### src/rtl/q_stream_tx_pkg.sv
// Shared neuron-side definitions for the Q streaming transmitter:
// default widths and the transfer FSM state encoding.
package q_stream_tx_pkg;

  localparam int Q_ADDR_WIDTH_DEF = 10;
  localparam int Q_DATA_WIDTH_DEF = 2;
  localparam int WORD_WIDTH_DEF   = 32;

  typedef enum logic [1:0] {
    ST_IDLE   = 2'd0,
    ST_RUN    = 2'd1,
    ST_FINISH = 2'd2
  } state_t;

endpackage

### src/rtl/q_stream_tx_if.sv
// Host-side word stream, transfer control and neuron Q write port of q_stream_tx.
interface q_stream_tx_if
  import q_stream_tx_pkg::*;
#(
  parameter int Q_ADDR_WIDTH = Q_ADDR_WIDTH_DEF,
  parameter int Q_DATA_WIDTH = Q_DATA_WIDTH_DEF,
  parameter int WORD_WIDTH   = WORD_WIDTH_DEF
);

  logic                    start;
  logic [Q_ADDR_WIDTH:0]   num_entries;
  logic [WORD_WIDTH-1:0]   word_in;
  logic                    word_valid;
  logic                    word_ready;
  logic                    wrQ;
  logic [Q_DATA_WIDTH-1:0] Q_in;
  logic                    busy;
  logic                    done;

  modport master (
    output start, num_entries, word_in, word_valid,
    input  word_ready, wrQ, Q_in, busy, done
  );

  modport slave (
    input  start, num_entries, word_in, word_valid,
    output word_ready, wrQ, Q_in, busy, done
  );

endinterface

### src/rtl/q_word_unpacker.sv
// Splits host words into Q entries LSB-first: an active shift register that is
// drained one entry per emit, backed by a one-word prefetch holding register.
module q_word_unpacker
  import q_stream_tx_pkg::*;
#(
  parameter int Q_DATA_WIDTH = Q_DATA_WIDTH_DEF,
  parameter int WORD_WIDTH   = WORD_WIDTH_DEF
) (
  input  logic                    clk,
  input  logic                    reset_l,
  input  logic                    clr,
  input  logic                    emit_en,
  input  logic                    accept,
  input  logic [WORD_WIDTH-1:0]   word_in,
  output logic                    hold_free,
  output logic                    emit,
  output logic [Q_DATA_WIDTH-1:0] entry
);

  localparam int EPW   = WORD_WIDTH / Q_DATA_WIDTH;
  localparam int CNT_W = $clog2(EPW + 1);

  logic [WORD_WIDTH-1:0] act_q, act_d;
  logic [WORD_WIDTH-1:0] hold_q, hold_d;
  logic [CNT_W-1:0]      idx_q, idx_d;
  logic                  hold_vld_q, hold_vld_d;
  logic [WORD_WIDTH-1:0] src;
  logic [CNT_W-1:0]      src_cnt;
  logic                  act_empty;
  logic                  direct;

  // idx_q counts entries still waiting in the active register.
  assign act_empty = (idx_q == '0);

  // When the active word runs dry, the next entry comes from the holding
  // register, or straight from the bus so a fresh word emits with 1-cycle latency.
  always_comb begin
    src     = act_q;
    src_cnt = idx_q;
    if (act_empty) begin
      src     = hold_vld_q ? hold_q : word_in;
      src_cnt = CNT_W'(EPW);
    end
  end

  assign emit      = emit_en & (~act_empty | hold_vld_q | accept);
  assign direct    = emit & act_empty & ~hold_vld_q;
  assign hold_free = ~hold_vld_q | (emit_en & act_empty);
  assign entry     = src[Q_DATA_WIDTH-1:0];

  always_comb begin
    act_d      = act_q;
    idx_d      = idx_q;
    hold_d     = hold_q;
    hold_vld_d = hold_vld_q;
    if (clr) begin
      idx_d      = '0;
      hold_vld_d = 1'b0;
    end else begin
      if (emit) begin
        act_d = src >> Q_DATA_WIDTH;
        idx_d = src_cnt - CNT_W'(1);
      end
      if (accept && !direct) begin
        hold_d     = word_in;
        hold_vld_d = 1'b1;
      end else if (emit && act_empty) begin
        hold_vld_d = 1'b0;
      end
    end
  end

  always_ff @(posedge clk or negedge reset_l) begin
    if (!reset_l) begin
      act_q      <= '0;
      hold_q     <= '0;
      idx_q      <= '0;
      hold_vld_q <= 1'b0;
    end else begin
      act_q      <= act_d;
      hold_q     <= hold_d;
      idx_q      <= idx_d;
      hold_vld_q <= hold_vld_d;
    end
  end

endmodule

### src/rtl/q_stream_tx.sv
// Streams packed host words into the neuron Q RAM as one registered wrQ/Q_in
// write per entry; FSM, entry and word counters live here.
module q_stream_tx
  import q_stream_tx_pkg::*;
#(
  parameter int Q_ADDR_WIDTH = Q_ADDR_WIDTH_DEF,
  parameter int Q_DATA_WIDTH = Q_DATA_WIDTH_DEF,
  parameter int WORD_WIDTH   = WORD_WIDTH_DEF
) (
  input  logic         clk,
  input  logic         reset_l,
  q_stream_tx_if.slave bus
);

  localparam int EPW = WORD_WIDTH / Q_DATA_WIDTH;
  localparam int CW  = Q_ADDR_WIDTH + 1;
  localparam logic [CW-1:0] MAX_N = CW'(1) << Q_ADDR_WIDTH;

  function automatic logic [CW-1:0] sat_entries(input logic [CW-1:0] n);
    return (n > MAX_N) ? MAX_N : n;
  endfunction

  // One extra bit keeps the ceil rounding from overflowing at MAX_N.
  function automatic logic [CW-1:0] words_for(input logic [CW-1:0] n);
    logic [CW:0] t;
    t = {1'b0, n} + (CW+1)'(EPW - 1);
    return CW'(t / (CW+1)'(EPW));
  endfunction

  state_t                  state_q, state_d;
  logic [CW-1:0]           rem_q, rem_d;
  logic [CW-1:0]           wleft_q, wleft_d;
  logic                    wrq_q, wrq_d;
  logic [Q_DATA_WIDTH-1:0] q_in_q, q_in_d;
  logic                    run;
  logic                    start_acc;
  logic                    accept;
  logic                    emit_en;
  logic                    emit;
  logic                    hold_free;
  logic [Q_DATA_WIDTH-1:0] entry;

  assign run       = (state_q == ST_RUN);
  assign start_acc = (state_q == ST_IDLE) && bus.start;
  assign emit_en   = run && (rem_q != '0);
  assign accept    = bus.word_ready && bus.word_valid;

  assign bus.word_ready = run && hold_free && (wleft_q != '0);
  assign bus.wrQ        = wrq_q;
  assign bus.Q_in       = q_in_q;
  assign bus.busy       = (state_q != ST_IDLE);
  assign bus.done       = (state_q == ST_FINISH);

  q_word_unpacker #(
    .Q_DATA_WIDTH(Q_DATA_WIDTH),
    .WORD_WIDTH  (WORD_WIDTH)
  ) u_unpack (
    .clk      (clk),
    .reset_l  (reset_l),
    .clr      (start_acc),
    .emit_en  (emit_en),
    .accept   (accept),
    .word_in  (bus.word_in),
    .hold_free(hold_free),
    .emit     (emit),
    .entry    (entry)
  );

  // RUN exits once rem_q hits zero, which is the cycle the last wrQ is visible,
  // so done follows that write by exactly one cycle.
  always_comb begin
    state_d = state_q;
    rem_d   = rem_q;
    wleft_d = wleft_q;
    wrq_d   = emit;
    q_in_d  = emit ? entry : q_in_q;
    unique case (state_q)
      ST_IDLE: begin
        if (bus.start) begin
          state_d = ST_RUN;
          rem_d   = sat_entries(bus.num_entries);
          wleft_d = words_for(sat_entries(bus.num_entries));
        end
      end
      ST_RUN: begin
        if (rem_q == '0) state_d = ST_FINISH;
        if (emit) rem_d = rem_q - CW'(1);
        if (accept) wleft_d = wleft_q - CW'(1);
      end
      ST_FINISH: state_d = ST_IDLE;
      default:   state_d = ST_IDLE;
    endcase
  end

  always_ff @(posedge clk or negedge reset_l) begin
    if (!reset_l) begin
      state_q <= ST_IDLE;
      rem_q   <= '0;
      wleft_q <= '0;
      wrq_q   <= 1'b0;
      q_in_q  <= '0;
    end else begin
      state_q <= state_d;
      rem_q   <= rem_d;
      wleft_q <= wleft_d;
      wrq_q   <= wrq_d;
      q_in_q  <= q_in_d;
    end
  end

endmodule

### src/flat_wrapper.sv
// flat-port wrapper written by rule: the top's interface ports become plain ports
module q_stream_tx_flat import q_stream_tx_pkg::*;
#(
  parameter int Q_ADDR_WIDTH = Q_ADDR_WIDTH_DEF,
  parameter int Q_DATA_WIDTH = Q_DATA_WIDTH_DEF,
  parameter int WORD_WIDTH   = WORD_WIDTH_DEF
)
  (clk, reset_l, bus_start, bus_num_entries, bus_word_in, bus_word_valid, bus_word_ready, bus_wrQ, bus_Q_in, bus_busy, bus_done);
  q_stream_tx_if #(.Q_ADDR_WIDTH(Q_ADDR_WIDTH), .Q_DATA_WIDTH(Q_DATA_WIDTH), .WORD_WIDTH(WORD_WIDTH)) bus_i ();
  input  logic clk;
  input  logic reset_l;
  input wire logic [$bits(bus_i.start)-1:0] bus_start;
  input wire logic [$bits(bus_i.num_entries)-1:0] bus_num_entries;
  input wire logic [$bits(bus_i.word_in)-1:0] bus_word_in;
  input wire logic [$bits(bus_i.word_valid)-1:0] bus_word_valid;
  output wire logic [$bits(bus_i.word_ready)-1:0] bus_word_ready;
  output wire logic [$bits(bus_i.wrQ)-1:0] bus_wrQ;
  output wire logic [$bits(bus_i.Q_in)-1:0] bus_Q_in;
  output wire logic [$bits(bus_i.busy)-1:0] bus_busy;
  output wire logic [$bits(bus_i.done)-1:0] bus_done;
  assign bus_i.start = bus_start;
  assign bus_i.num_entries = bus_num_entries;
  assign bus_i.word_in = bus_word_in;
  assign bus_i.word_valid = bus_word_valid;
  assign bus_word_ready = bus_i.word_ready;
  assign bus_wrQ = bus_i.wrQ;
  assign bus_Q_in = bus_i.Q_in;
  assign bus_busy = bus_i.busy;
  assign bus_done = bus_i.done;
  q_stream_tx #(.Q_ADDR_WIDTH(Q_ADDR_WIDTH), .Q_DATA_WIDTH(Q_DATA_WIDTH), .WORD_WIDTH(WORD_WIDTH)) u_core (.clk(clk), .reset_l(reset_l), .bus(bus_i));
endmodule
### config.mk
export PLATFORM = sky130hd
export DESIGN_NAME = q_stream_tx_flat
export DESIGN_NICKNAME = d
export VERILOG_FILES = /design/src/rtl/q_stream_tx_pkg.sv /design/src/rtl/q_stream_tx_if.sv /design/src/rtl/q_word_unpacker.sv /design/src/rtl/q_stream_tx.sv /design/src/flat_wrapper.sv
export SDC_FILE = /design/constraint.sdc
export NUM_CORES = 1
export LEC_CHECK = 0
export CAP_MARGIN = 20
export CORE_ASPECT_RATIO = 1.4
export CORE_UTILIZATION = 25
export CTS_CLUSTER_DIAMETER = 120
export DETAILED_ROUTE_END_ITERATION = 16
export HOLD_SLACK_MARGIN = 0.02
export SYNTH_ARGS = -nofsm -noshare
export SYNTH_HDL_FRONTEND = slang
export SYNTH_SLANG_ARGS = --single-unit
### constraint.sdc
create_clock -name clk -period 2.74 [get_ports clk]
set_clock_uncertainty 0.05 [all_clocks]
set_input_delay 0.274 -clock clk [delete_from_list [all_inputs] [get_ports clk]]
set_output_delay 0.274 -clock clk [all_outputs]
set_load 0.005 [all_outputs]
# ---- Yosys cells after proc, flatten, opt, wreduce, memory -nomap -nowiden
# Index checks and enable logic that the tools add are counted.
# Widths: inputs -> output; s select.
dict set report classes {
  n_addsub 4
  order_cmp 1
  eq_ne 6
  muxes 18
  n_bitwise 10
  reduce_logical 22
}
# operator n
set op_table {}
lappend op_table {{$mux 32} 2}
lappend op_table {{$mux 11} 5}
lappend op_table {{$pmux 11 s2} 2}
lappend op_table {{$reduce_bool 11->1} 2}
lappend op_table {{$sub 11x1->11 const B} 2}
lappend op_table {{$mux 5} 3}
lappend op_table {{$add 11x4->12 const B} 1}
lappend op_table {{$gt 11x11->1 const B} 1}
lappend op_table {{$logic_not 11->1} 1}
lappend op_table {{$ne 2x2->1 const B} 4}
lappend op_table {{$logic_and 1x1->1} 7}
lappend op_table {{$reduce_and 2->1} 3}
lappend op_table {{$reduce_and 3->1} 2}
lappend op_table {{$reduce_bool 2->1} 3}
lappend op_table {{$logic_not 5->1} 1}
lappend op_table {{$sub 5x1->5 const B} 1}
lappend op_table {{$and 1x1->1} 4}
lappend op_table {{$mux 2} 2}
lappend op_table {{$pmux 2 s2} 1}
lappend op_table {{$mux 1} 3}
lappend op_table {{$not 1->1} 3}
lappend op_table {{$or 1x1->1} 3}
lappend op_table {{$reduce_bool 3->1} 1}
lappend op_table {{$eq 2x1->1 const B} 1}
lappend op_table {{3 further kinds} 3}
dict set report word_totals {
  register_bits 95
  input_bits 47
  output_inout_bits 6
  wordCells 70
}

# ---- Longest topological paths before layout
# Gate-level depths: netlist of the first run.
dict set report logic_depth {
  ltp_word 15
  depth_mapped 9
  depth_no_buf 7
}

# ---- By module
# Synthesis of the first run repeated with hierarchy kept, for this count alone.
dict set report unflattened {
  cells_unflattened 465
  hier_area_um2 5240.0
}
# module instances cells_each area_per_inst_um2 seq_area_each_um2
set by_module_without_submodules {}
lappend by_module_without_submodules {q_word_unpacker 1 261 3565.9 1701.6}
lappend by_module_without_submodules {q_stream_tx 1 204 1674.1 675.6}

# ---- Worst setup path after synthesis of the first run
# OpenSTA, ideal clock, no wires.
dict set report synth_path {
  path_kind {register -> register}
  startpoint {register u_core.rem_q[0]}
  endpoint {register u_core.u_unpack.hold_q[10]}
  setup_time_ps 125
  arrival_time_ps 2290
  t_required_ps 2565
  slack_ps 275
  path_stages_with_launch 9
  n_path_buf 1
  synth_period_minus_slack_ps 2465
  cell_sequence {dfrtp_1 -> inv_1 -> ha_1 -> or4b_1 -> o31ai_4 -> nor3_2 -> nor3_4 -> buf_6 -> mux2_4}
}
dict set report synth_between {
  elab_chain_cells 14
}
# item line_no
set synth_lines {}
lappend synth_lines {{start: declaration} q_stream_tx.sv:31} ;# logic [CW-1:0] rem_q, rem_d;
lappend synth_lines {{start signal: assignment} q_stream_tx.sv:104} ;# rem_q <= rem_d;
lappend synth_lines {{$reduce_bool 11->1 (*)} q_stream_tx.sv:45} ;# assign emit_en = run && (rem_q != '0);
lappend synth_lines {{$logic_and 1x1->1 (*)} q_stream_tx.sv:45}
lappend synth_lines {{$and 1x1->1} q_word_unpacker.sv:48} ;# assign hold_free = ~hold_vld_q | (emit_en & act_empty);
lappend synth_lines {{$or 1x1->1} q_word_unpacker.sv:48}
lappend synth_lines {{$logic_and 1x1->1 (2 in series)} q_stream_tx.sv:48} ;# assign bus.word_ready = run && hold_free && (wleft_q != '0);
lappend synth_lines {{$logic_and 1x1->1} q_stream_tx.sv:46} ;# assign accept = bus.word_ready && bus.word_valid;
lappend synth_lines {{$or 1x1->1} q_word_unpacker.sv:46} ;# assign emit = emit_en & (~act_empty | hold_vld_q | accept);
lappend synth_lines {{$and 1x1->1} q_word_unpacker.sv:46}
lappend synth_lines {{$and 1x1->1 (2 in series)} q_word_unpacker.sv:47} ;# assign direct = emit & act_empty & ~hold_vld_q;
lappend synth_lines {{$logic_not 1->1} q_word_unpacker.sv:64} ;# if (accept && !direct) begin
lappend synth_lines {{$logic_and 1x1->1 (*)} q_word_unpacker.sv:64}
lappend synth_lines {{$reduce_and 2->1 (no line) (*)} n/a}
lappend synth_lines {{end signal: assignment} q_word_unpacker.sv:81} ;# hold_q <= hold_d;
lappend synth_lines {{end: declaration} q_word_unpacker.sv:24} ;# logic [WORD_WIDTH-1:0] hold_q, hold_d;
# Mark *: on every way between the ends. The rest lies on a longest branch, timed or not.
# A chain may end at the register's enable or synchronous reset.

# ---- Worst setup path after layout of the first run
dict set report layout_path {
  startpoint {register u_core.u_unpack.idx_q[1]}
  endpoint {register u_core.u_unpack.hold_q[24]}
}
dict set report layout_between {
  elab_chain_cells 13
  word_cells_on_any_way 15
  cone_classes {bitwise: 8; reduce/logical: 7}
}
# item line_no
set layout_lines {}
lappend layout_lines {{start: declaration} q_word_unpacker.sv:25} ;# logic [CNT_W-1:0] idx_q, idx_d;
lappend layout_lines {{start signal: assignment} q_word_unpacker.sv:82} ;# idx_q <= idx_d;
lappend layout_lines {{$logic_not 5->1 (*)} q_word_unpacker.sv:33} ;# assign act_empty = (idx_q == '0);
lappend layout_lines {{$and 1x1->1} q_word_unpacker.sv:48}
lappend layout_lines {{$or 1x1->1} q_word_unpacker.sv:48}
lappend layout_lines {{$logic_and 1x1->1 (2 in series)} q_stream_tx.sv:48}
lappend layout_lines {{$logic_and 1x1->1} q_stream_tx.sv:46}
lappend layout_lines {{$or 1x1->1} q_word_unpacker.sv:46}
lappend layout_lines {{$and 1x1->1} q_word_unpacker.sv:46}
lappend layout_lines {{$and 1x1->1 (2 in series)} q_word_unpacker.sv:47}
lappend layout_lines {{$logic_not 1->1} q_word_unpacker.sv:64}
lappend layout_lines {{$logic_and 1x1->1 (*)} q_word_unpacker.sv:64}
lappend layout_lines {{$reduce_and 2->1 (no line) (*)} n/a}
# Marked as above.

==> results.sh, run 1 <==
export IMPL_worstMarginPinSlew_ns=0.609
export IMPL_cp_buffers_inverters=2
export IMPL_drtPass1Iterations=4
export IMPL_overflow=0
export IMPL_hold_viol=0
export IMPL_port_buffers=52
export IMPL_ir_worst_vdd_v=0.000411
export IMPL_start_util=0.258
export IMPL_cp_startpoint="u_core.u_unpack.idx_q[1]$_DFFE_PN0P_"
export IMPL_die_y_um=169
export IMPL_seq_area_um2=2380
export IMPL_drive_gt1_frac=0.152
export IMPL_multiInputGateArea_um2=2440
export IMPL_critPathLaunchType="flip-flop"
export IMPL_syn_inst=506
export IMPL_crit_slowest_cell="or4_4"
export IMPL_die_area_um2=20600
export IMPL_syn_cell_area_um2=5000
export IMPL_cp_data_arrival_time_ns=2.75
export IMPL_clock_fmax_mhz=389
export IMPL_yosys_area_top_type_share=0.476
export IMPL_leakagePower_uw=0.00267
export IMPL_fillers=2044
export IMPL_cts_buffers=9
export IMPL_routed_wl_um=11400
export IMPL_synth_nets=558
export IMPL_gp_congestion=0.839
export IMPL_synth_top_area_cell="dfrtp_1"
export IMPL_finalSetupTns_ns=0
export IMPL_track_usage=0.118
export IMPL_grt_pass1_vias=3706
export IMPL_dr_total_vias=3818
export IMPL_powerDensity_nw_per_um2=980
export IMPL_crit_family="simple AND/OR/NAND/NOR gates"
export IMPL_synthToLayoutAreaGrowth_pct=24.7
export IMPL_dp_slack_ns=0.0972
export IMPL_cts_buffer_depth=2
export IMPL_htreeDepth=3
export IMPL_synth_seq_cells=95
export IMPL_cts_root_buf="clkbuf_16"
export IMPL_cpPeakStageDelay_ns=0.57
export IMPL_maxSlewHeadroom=0.594
export IMPL_p_comb_frac=0.396
export IMPL_p_clk_frac=0.209
export IMPL_seqPwrFrac=0.395
export IMPL_io_pins=53
export IMPL_crit_type="reg2reg"
export IMPL_path_clk_slew_ns=0.07
export IMPL_grt_antenna_before_repair=0
export IMPL_worst_slack_ns=0.168
export IMPL_synth_edf_count=0
export IMPL_crit_required_ns=2.92
export IMPL_core_um2=19400
export IMPL_period_share=0.939
export IMPL_ys_flop_type="dfrtp_1"
export IMPL_rows=60
export IMPL_synth_warnings=0
export IMPL_avgSynthCellArea_um2=9.87
export IMPL_grt_pass1_wl_um=19000
export IMPL_status="finished, final reports clean"
export IMPL_clk_latency_ns=0.34
export IMPL_dp_final_hpwl_um=7730
export IMPL_worstPathCellList="or4_4 -> nand2b_4 -> o21a_4 -> buf_4 -> nor3_4 -> buf_12 -> mux2_2"
export IMPL_clkSinkCount=95
export IMPL_end_kind="flip-flop"
export IMPL_grt_max_degree=63
export IMPL_maxCapViolCount=0
export IMPL_netlist_top_cells_area="dfrtp_1 48%, mux2i_1 7.0%, a21oi_1 5.0%, o21ai_0 4.9%, mux2_2 4.7%"
export IMPL_setup_viol=0
export IMPL_total_switching_power_uw=2180
export IMPL_drt_iter0_drc=247
export IMPL_swShare=0.358
export IMPL_num_antenna_cells=0
export IMPL_vias_per_cell=4.70
export IMPL_yosysSeqAreaShare=0.476
export IMPL_cts_tree="yes"
export IMPL_wire_per_inst_um=14.1
export IMPL_rsz0062_at_grt="no"
export IMPL_synthArstFlopShare=1.00
export IMPL_period_needed_ns=2.57
export IMPL_die_w_um=121
export IMPL_final_max_slew_violation_count=0
export IMPL_internal_power_uw=3920
export IMPL_rr_startpoint="u_core.u_unpack.idx_q[1]$_DFFE_PN0P_"
export IMPL_drc=0
export IMPL_hold_class="in2async"
export IMPL_critPathMaxFanout=32
export IMPL_ys_types=53
export IMPL_postRouteAntennaNets=0
export IMPL_num_nets_final=612
[synth_stat cells, types with 3 or more instances]
library cell,count
xor2_1,3
nand2_1,49
a21oi_1,50
clkbuf_1,17
mux2i_1,35
and3_1,3
inv_1,13
dfrtp_1,95
ha_1,5
a31o_2,4
buf_2,8
o211ai_1,3
mux2_4,10
nand2b_1,3
buf_6,3
nor4_1,7
nor3_1,5
nor2_1,53
or4_1,3
a31oi_1,3
or3_1,4
a32o_1,3
a22oi_1,7
o21ai_0,49
mux2_2,21
o31ai_1,7
nand3_1,6
nor3b_1,3
[sequential cells by signal (all words and copies together), names as in the netlist]
register                    cells
u_core.wleft_q                 11
u_core.state_q                  2
u_core.u_unpack.hold_vld_q      1
u_core.bus.wrQ                  1
u_core.bus.Q_in                 2
u_core.rem_q                   11
u_core.u_unpack.idx_q           5
u_core.u_unpack.act_q          30
u_core.u_unpack.hold_q         32
[final cells by class]
cell class / count / share of cell area
Multi-Input combinational cell: 368 / 0.392
Sequential cell: 95 / 0.382
Clock inverter: 7 / 0.0114
Tap cell: 248 / 0.0498
Clock buffer: 9 / 0.0362
Inverter: 13 / 0.00783
Timing Repair Buffer: 73 / 0.121
[per-stage QoR]
stage | hold WS [ns] | utilization | cells | total power [uW] | instance area (um2)
after floorplan | -0.0716 | - | 506 | 4120 | 5000
final | 0.334 | 0.322 | 813 | 6100 | 6230
after CTS | 0.333 | 0.321 | 813 | 6190 | 6220
after global placement | 0.171 | 0.304 | 793 | 4780 | 5880
after global routing | 0.369 | 0.322 | 813 | 6600 | 6230
after detailed placement | 0.173 | 0.304 | 793 | 4840 | 5880
[routing by layer]
layer	part of all wire	GRT usage	vias to the layer above
met3	0.032	0.0276	13
met5	0	0	-
met2	0.47	0.190	56
met4	0.016	0.0462	0
li1	-	-	1926
met1	0.48	0.152	1823
[placed cells by master, fill, tap and decap left out, types with 3 or more instances in the layout]
cell | Yosys | routed
a22oi_1 | 7 | 7
nor2_1 | 53 | 53
clkinvlp_4 | 0 | 3
xor2_1 | 3 | 3
o211ai_1 | 3 | 3
o31ai_1 | 7 | 7
or3_1 | 4 | 4
nand2_1 | 49 | 49
nor4_1 | 7 | 7
buf_4 | 1 | 14
clkbuf_16 | 0 | 9
mux2_2 | 21 | 21
nor3_1 | 5 | 5
a31oi_1 | 3 | 3
mux2_4 | 10 | 10
inv_1 | 13 | 12
ha_1 | 5 | 5
o21ai_0 | 49 | 49
a32o_1 | 3 | 3
nor3b_1 | 3 | 3
buf_12 | 0 | 6
nand3_1 | 6 | 6
clkdlybuf4s50_1 | 0 | 50
dfrtp_1 | 95 | 94
mux2i_1 | 35 | 35
a21oi_1 | 50 | 50
a31o_2 | 4 | 4
and3_1 | 3 | 3
or4_1 | 3 | 3
[path summary, 6_finish.rpt]
kind	endpoint	slack [ns]	cells after the start
max in group asynchronous	u_core.u_unpack.act_q[9]$_DFFE_PN0P_	1.61	3
min in group clk	u_core.u_unpack.act_q[29]$_DFFE_PN0P_	0.43	2
hold / removal	u_core.rem_q[6]$_DFFE_PN0P_	0.33	2
setup reg to reg	u_core.u_unpack.hold_q[24]$_DFFE_PN0P_	0.17	7
setup / recovery	u_core.u_unpack.hold_q[24]$_DFFE_PN0P_	0.17	7
hold reg to reg	u_core.u_unpack.act_q[29]$_DFFE_PN0P_	0.43	2
[power groups by stage]
stage	combinational [uW]	clock, uW	sequential [uW]
finish	2420	1270	2410
detailed placement	2400	0	2440
CTS	2440	1330	2410
global placement	2360	0	2420
global route	2720	1380	2500
floorplan	1830	0	2300
[worst register-to-register path, cell delays in order (launching register included)]
cell and delay, ns:
dfrtp_1 0.41, or4_4 0.57, nand2b_4 0.20, o21a_4 0.23, buf_4 0.16, nor3_4 0.20
buf_12 0.26, mux2_2 0.39
[kinds of logic (layout without fill, tap and decap cells)]
group	count (synthesis)	count (layout)	synth area share
AND/OR/NAND/NOR	149	149	0.140
AO/OA/AOI/OAI	141	141	0.171
flip-flops	95	95	0.476
multiplexers	68	68	0.152
buffers and inverters	43	102	0.0396
adder cells (fa/ha/maj)	5	5	0.0125
XOR/XNOR	5	5	0.00877
[what timing repair did]
action	4_1_cts	5_1_grt
setup buffers	3	0
resized for setup	3	3
endpoints found under the setup margin	1	17
hold buffers	1	0
gates cloned	0	0
pin swaps	2	0
hold endpoints to repair	22	0
No activity file was read; power rests on OpenSTA's default activity.
==> run 2, diff against run 1 <==
--- a/config.mk
+++ b/config.mk
@@ -8,9 +8,12 @@
 export CAP_MARGIN = 20
 export CORE_ASPECT_RATIO = 1.4
 export CORE_UTILIZATION = 25
+export CTS_BUF_LIST = sky130_fd_sc_hd__clkbuf_4 sky130_fd_sc_hd__clkbuf_8
 export CTS_CLUSTER_DIAMETER = 120
 export DETAILED_ROUTE_END_ITERATION = 16
 export HOLD_SLACK_MARGIN = 0.02
+export REMOVE_ABC_BUFFERS = 1
 export SYNTH_ARGS = -nofsm -noshare
 export SYNTH_HDL_FRONTEND = slang
+export SYNTH_HIERARCHICAL = 1
 export SYNTH_SLANG_ARGS = --single-unit
==> results.sh, run 2 <==
export IMPL_fin_util=0.340
export IMPL_yosysSeqAreaShare=0.454
export IMPL_io_pins=53
export IMPL_clk_latency_ns=0.37
export IMPL_cp_data_arrival_time_ns=3.26
export IMPL_ys_types=58
export IMPL_worstMarginPinSlew_ns=0.648
export IMPL_rows=62
export IMPL_core_um2=20600
export IMPL_syn_inst=465
export IMPL_drive_gt1_frac=0.344
export IMPL_period_needed_ns=3.06
export IMPL_setup_viol=90
export IMPL_period_share=1.12
export IMPL_netlist_top_cells_area="dfrtp_1 45%, mux2i_1 11%, mux2_2 9.5%, mux2_4 8.6%, o21ai_0 2.8%"
export IMPL_start_util=0.255
export IMPL_p_comb_frac=0.573
export IMPL_drc=0
export IMPL_port_buffers=52
export IMPL_rr_startpoint="u_core/rem_q[7]$_DFFE_PN0P_"
export IMPL_maxCapViolCount=0
export IMPL_drt_iter0_drc=254
export IMPL_grt_antenna_before_repair=0
export IMPL_hold_class="in2async"
export IMPL_internal_power_uw=5240
export IMPL_synthToLayoutAreaGrowth_pct=33.5
export IMPL_crit_slowest_cell="or4_4"
export IMPL_synthSimpleGateAreaFrac=0.105
export IMPL_total_switching_power_uw=2920
export IMPL_drtPass1Iterations=4
export IMPL_crit_required_ns=2.94
export IMPL_layout_commonest_cell="dfrtp_1"
export IMPL_synth_compound_area_frac=0.0948
export IMPL_crit_family="simple AND/OR/NAND/NOR gates"
export IMPL_num_nets_final=622
export IMPL_synthMuxAreaShare=0.286
export IMPL_leakagePower_uw=0.00306
export IMPL_swShare=0.358
export IMPL_status="finished with violations"
export IMPL_yosysMostFrequentCell="dfrtp_1"
export IMPL_rsz0062_at_grt="yes"
export IMPL_cpPeakStageDelay_ns=0.43
export IMPL_violations="setup timing"
export IMPL_htreeDepth=3
export IMPL_die_w_um=124
export IMPL_routed_wl_um=13000
export IMPL_die_y_um=173
export IMPL_cts_buffers=9
export IMPL_critPathLaunchType="flip-flop"
export IMPL_maxSlewHeadroom=0.568
export IMPL_synth_top_family_by_area="multiplexers"
export IMPL_worst_slack_ns=-0.317
export IMPL_clock_fmax_mhz=327
export IMPL_clkSinkCount=95
export IMPL_cts_root_buf="clkbuf_8"
export IMPL_wire_per_inst_um=15.6
export IMPL_cts_buffer_depth=2
export IMPL_top_regs="u_core/u_unpack/hold_q (32), u_core/u_unpack/act_q (30)"
export IMPL_path_clk_slew_ns=0.09
export IMPL_fillers=2058
export IMPL_powerDensity_nw_per_um2=1170
export IMPL_synth_top_cells_by_count="95 x dfrtp_1, 55 x mux2i_1, 44 x mux2_2"
export IMPL_yosys_area_share_adder=0.00955
export IMPL_synth_warnings=6
export IMPL_dr_total_vias=3976
export IMPL_synth_top_area_cell="dfrtp_1"
export IMPL_postRouteAntennaNets=0
export IMPL_ys_flop_type="dfrtp_1"
export IMPL_critPathMaxFanout=7
export IMPL_yosys_area_top_type_share=0.454
export IMPL_cp_buffers_inverters=4
export IMPL_regMostFlops="u_core/u_unpack/hold_q"
export IMPL_track_usage=0.124
export IMPL_synth_seq_cells=95
export IMPL_largest_register_ffs=32
export IMPL_worstPathCellList="or3_4 -> or4_4 -> or3_4 -> nor2_4 -> nor2_4 -> inv_2 -> o21ai_4 -> nand3_2 -> a21oi_2 -> nor2_2 -> buf_6 -> a211oi_4 -> buf_6 -> buf_12 -> mux2_2"
export IMPL_seqPwrFrac=0.298
export IMPL_synthArstFlopShare=1.00
export IMPL_p_clk_frac=0.129
export IMPL_hold_viol=0
export IMPL_dp_final_hpwl_um=8620
export IMPL_synth_xor_area_frac=0.00669
export IMPL_whs_ns=0.423
export IMPL_overflow=0
export IMPL_die_area_um2=21600
export IMPL_cp_startpoint="u_core/rem_q[7]$_DFFE_PN0P_"
export IMPL_final_max_slew_violation_count=0
export IMPL_vias_per_cell=4.78
export IMPL_grt_pass1_vias=4199
export IMPL_gp_congestion=0.810
export IMPL_end_kind="flip-flop"
export IMPL_grt_pass1_wl_um=21600
export IMPL_crit_type="reg2reg"
export IMPL_grt_max_degree=47
export IMPL_cts_tree="yes"
export IMPL_synth_edf_count=0
export IMPL_syn_cell_area_um2=5240
export IMPL_final_cell_mix="94 x dfrtp_1, 55 x mux2i_1, 50 x clkdlybuf4s50_1"
export IMPL_avgSynthCellArea_um2=11.3
export IMPL_ir_worst_vdd_v=0.000430
run 2: changes by cell type in the layout (fill, tap and decap cells not counted), moves of 7 or more:
cell,delta
nor2_1,-31
clkbuf_16,-9
o21ai_0,-37
nand2_1,-27
inv_1,+12
mux2_2,+22
mux2_4,+21
nor3_1,+9
clkbuf_8,+9
buf_4,+35
mux2i_1,+20
buf_6,+11
a21oi_1,-34
o21ai_2,+7
run 2: timing repair:
| item | in CTS | in global routing |
|---|---|---|
| setup endpoints to repair | 92 | 93 |
| pin swaps | 3 | 13 |
| buffers inserted | 20 | 4 |
| gates cloned | 5 | 1 |
| resized for setup | 46 | 28 |
| hold buffers | 1 | 0 |
| endpoints found under the hold margin | 44 | 0 |
run 2: power by group through the flow:
| stage | Combinational (uW) | Clock (uW) | Sequential, uW |
|---|---|---|---|
| after floorplan | 2610 | 0 | 2450 |
| after CTS | 4690 | 1100 | 2420 |
| after detailed placement | 3960 | 0 | 2440 |
| after global routing | 5060 | 1160 | 2520 |
| final | 4680 | 1050 | 2430 |
| after global placement | 3830 | 0 | 2400 |
run 2: final timing paths:
| check | end | slack [ns] | cells after the start |
|---|---|---|---|
| min in group clk | u_core/u_unpack/act_q[29]$_DFFE_PN0P_ | 0.46 | 1 |
| max in group asynchronous | u_core/u_unpack/act_q[29]$_DFFE_PN0P_ | 1.51 | 3 |
| max reg2reg | u_core/u_unpack/act_q[26]$_DFFE_PN0P_ | -0.32 | 15 |
| max | u_core/u_unpack/act_q[26]$_DFFE_PN0P_ | -0.32 | 15 |
| min | u_core/rem_q[3]$_DFFE_PN0P_ | 0.42 | 2 |
| min reg2reg | u_core/u_unpack/act_q[29]$_DFFE_PN0P_ | 0.46 | 1 |
run 2: stage by stage:
| step | std cells | total power (uW) | TNS [ns] | cell area [um2] | setup slack, ns |
|---|---|---|---|---|---|
| 5_1_grt | 831 | 8730 | -29.94 | 6990 | -0.467 |
| 2_1_floorplan | 439 | 5050 | -128.92 | 5100 | -3.00 |
| 4_1_cts | 832 | 8210 | -17.62 | 6980 | -0.307 |
| 3_5_place_dp | 791 | 6400 | -26.05 | 6350 | -0.511 |
| 6_report | 832 | 8160 | -18.87 | 7000 | -0.317 |
| 3_3_place_gp | 791 | 6240 | -21.10 | 6350 | -0.351 |
run 2: cell families (layout without fill, tap and decap cells):
kind of cell    after synthesis  count (layout)
buf+inv                      51             161
other cells                   0               1
simple gates                104             104
xor+xnor                      4               4
compound gates               78              78
flops                        95              95
mux                         129             129
fa+ha+maj                     4               4
run 2: final cells by class:
type	count	area, um2	share of cell area
Clock inverter	5	88.8	0.0127
Sequential cell	95	2380	0.340
Clock buffer	10	131	0.0188
Multi-Input combinational cell	319	2770	0.396
Inverter	25	93.8	0.0134
Tap cell	256	320	0.0458
Timing Repair Buffer	121	1210	0.173
Antenna cell	1	2.50	0.000358
run 2: per-layer routing:
metal  global-route usage  up-vias  share of wire
met5                    0        -              0
met4               0.0427        0          0.014
met3               0.0225       14          0.039
met2                0.212       88           0.51
met1                0.157     1986           0.44
li1                     -     1888              -
run 2: worst register-to-register path, delay by kind of cell (launching register included):
| family | cells | cell delay (ns) |
|---|---|---|
| AND/OR/NAND/NOR | 7 | 1.56 |
| flip-flops | 1 | 0.38 |
| AO/OA/AOI/OAI | 3 | 0.19 |
| multiplexers | 1 | 0.26 |
| buffers and inverters | 4 | 0.50 |
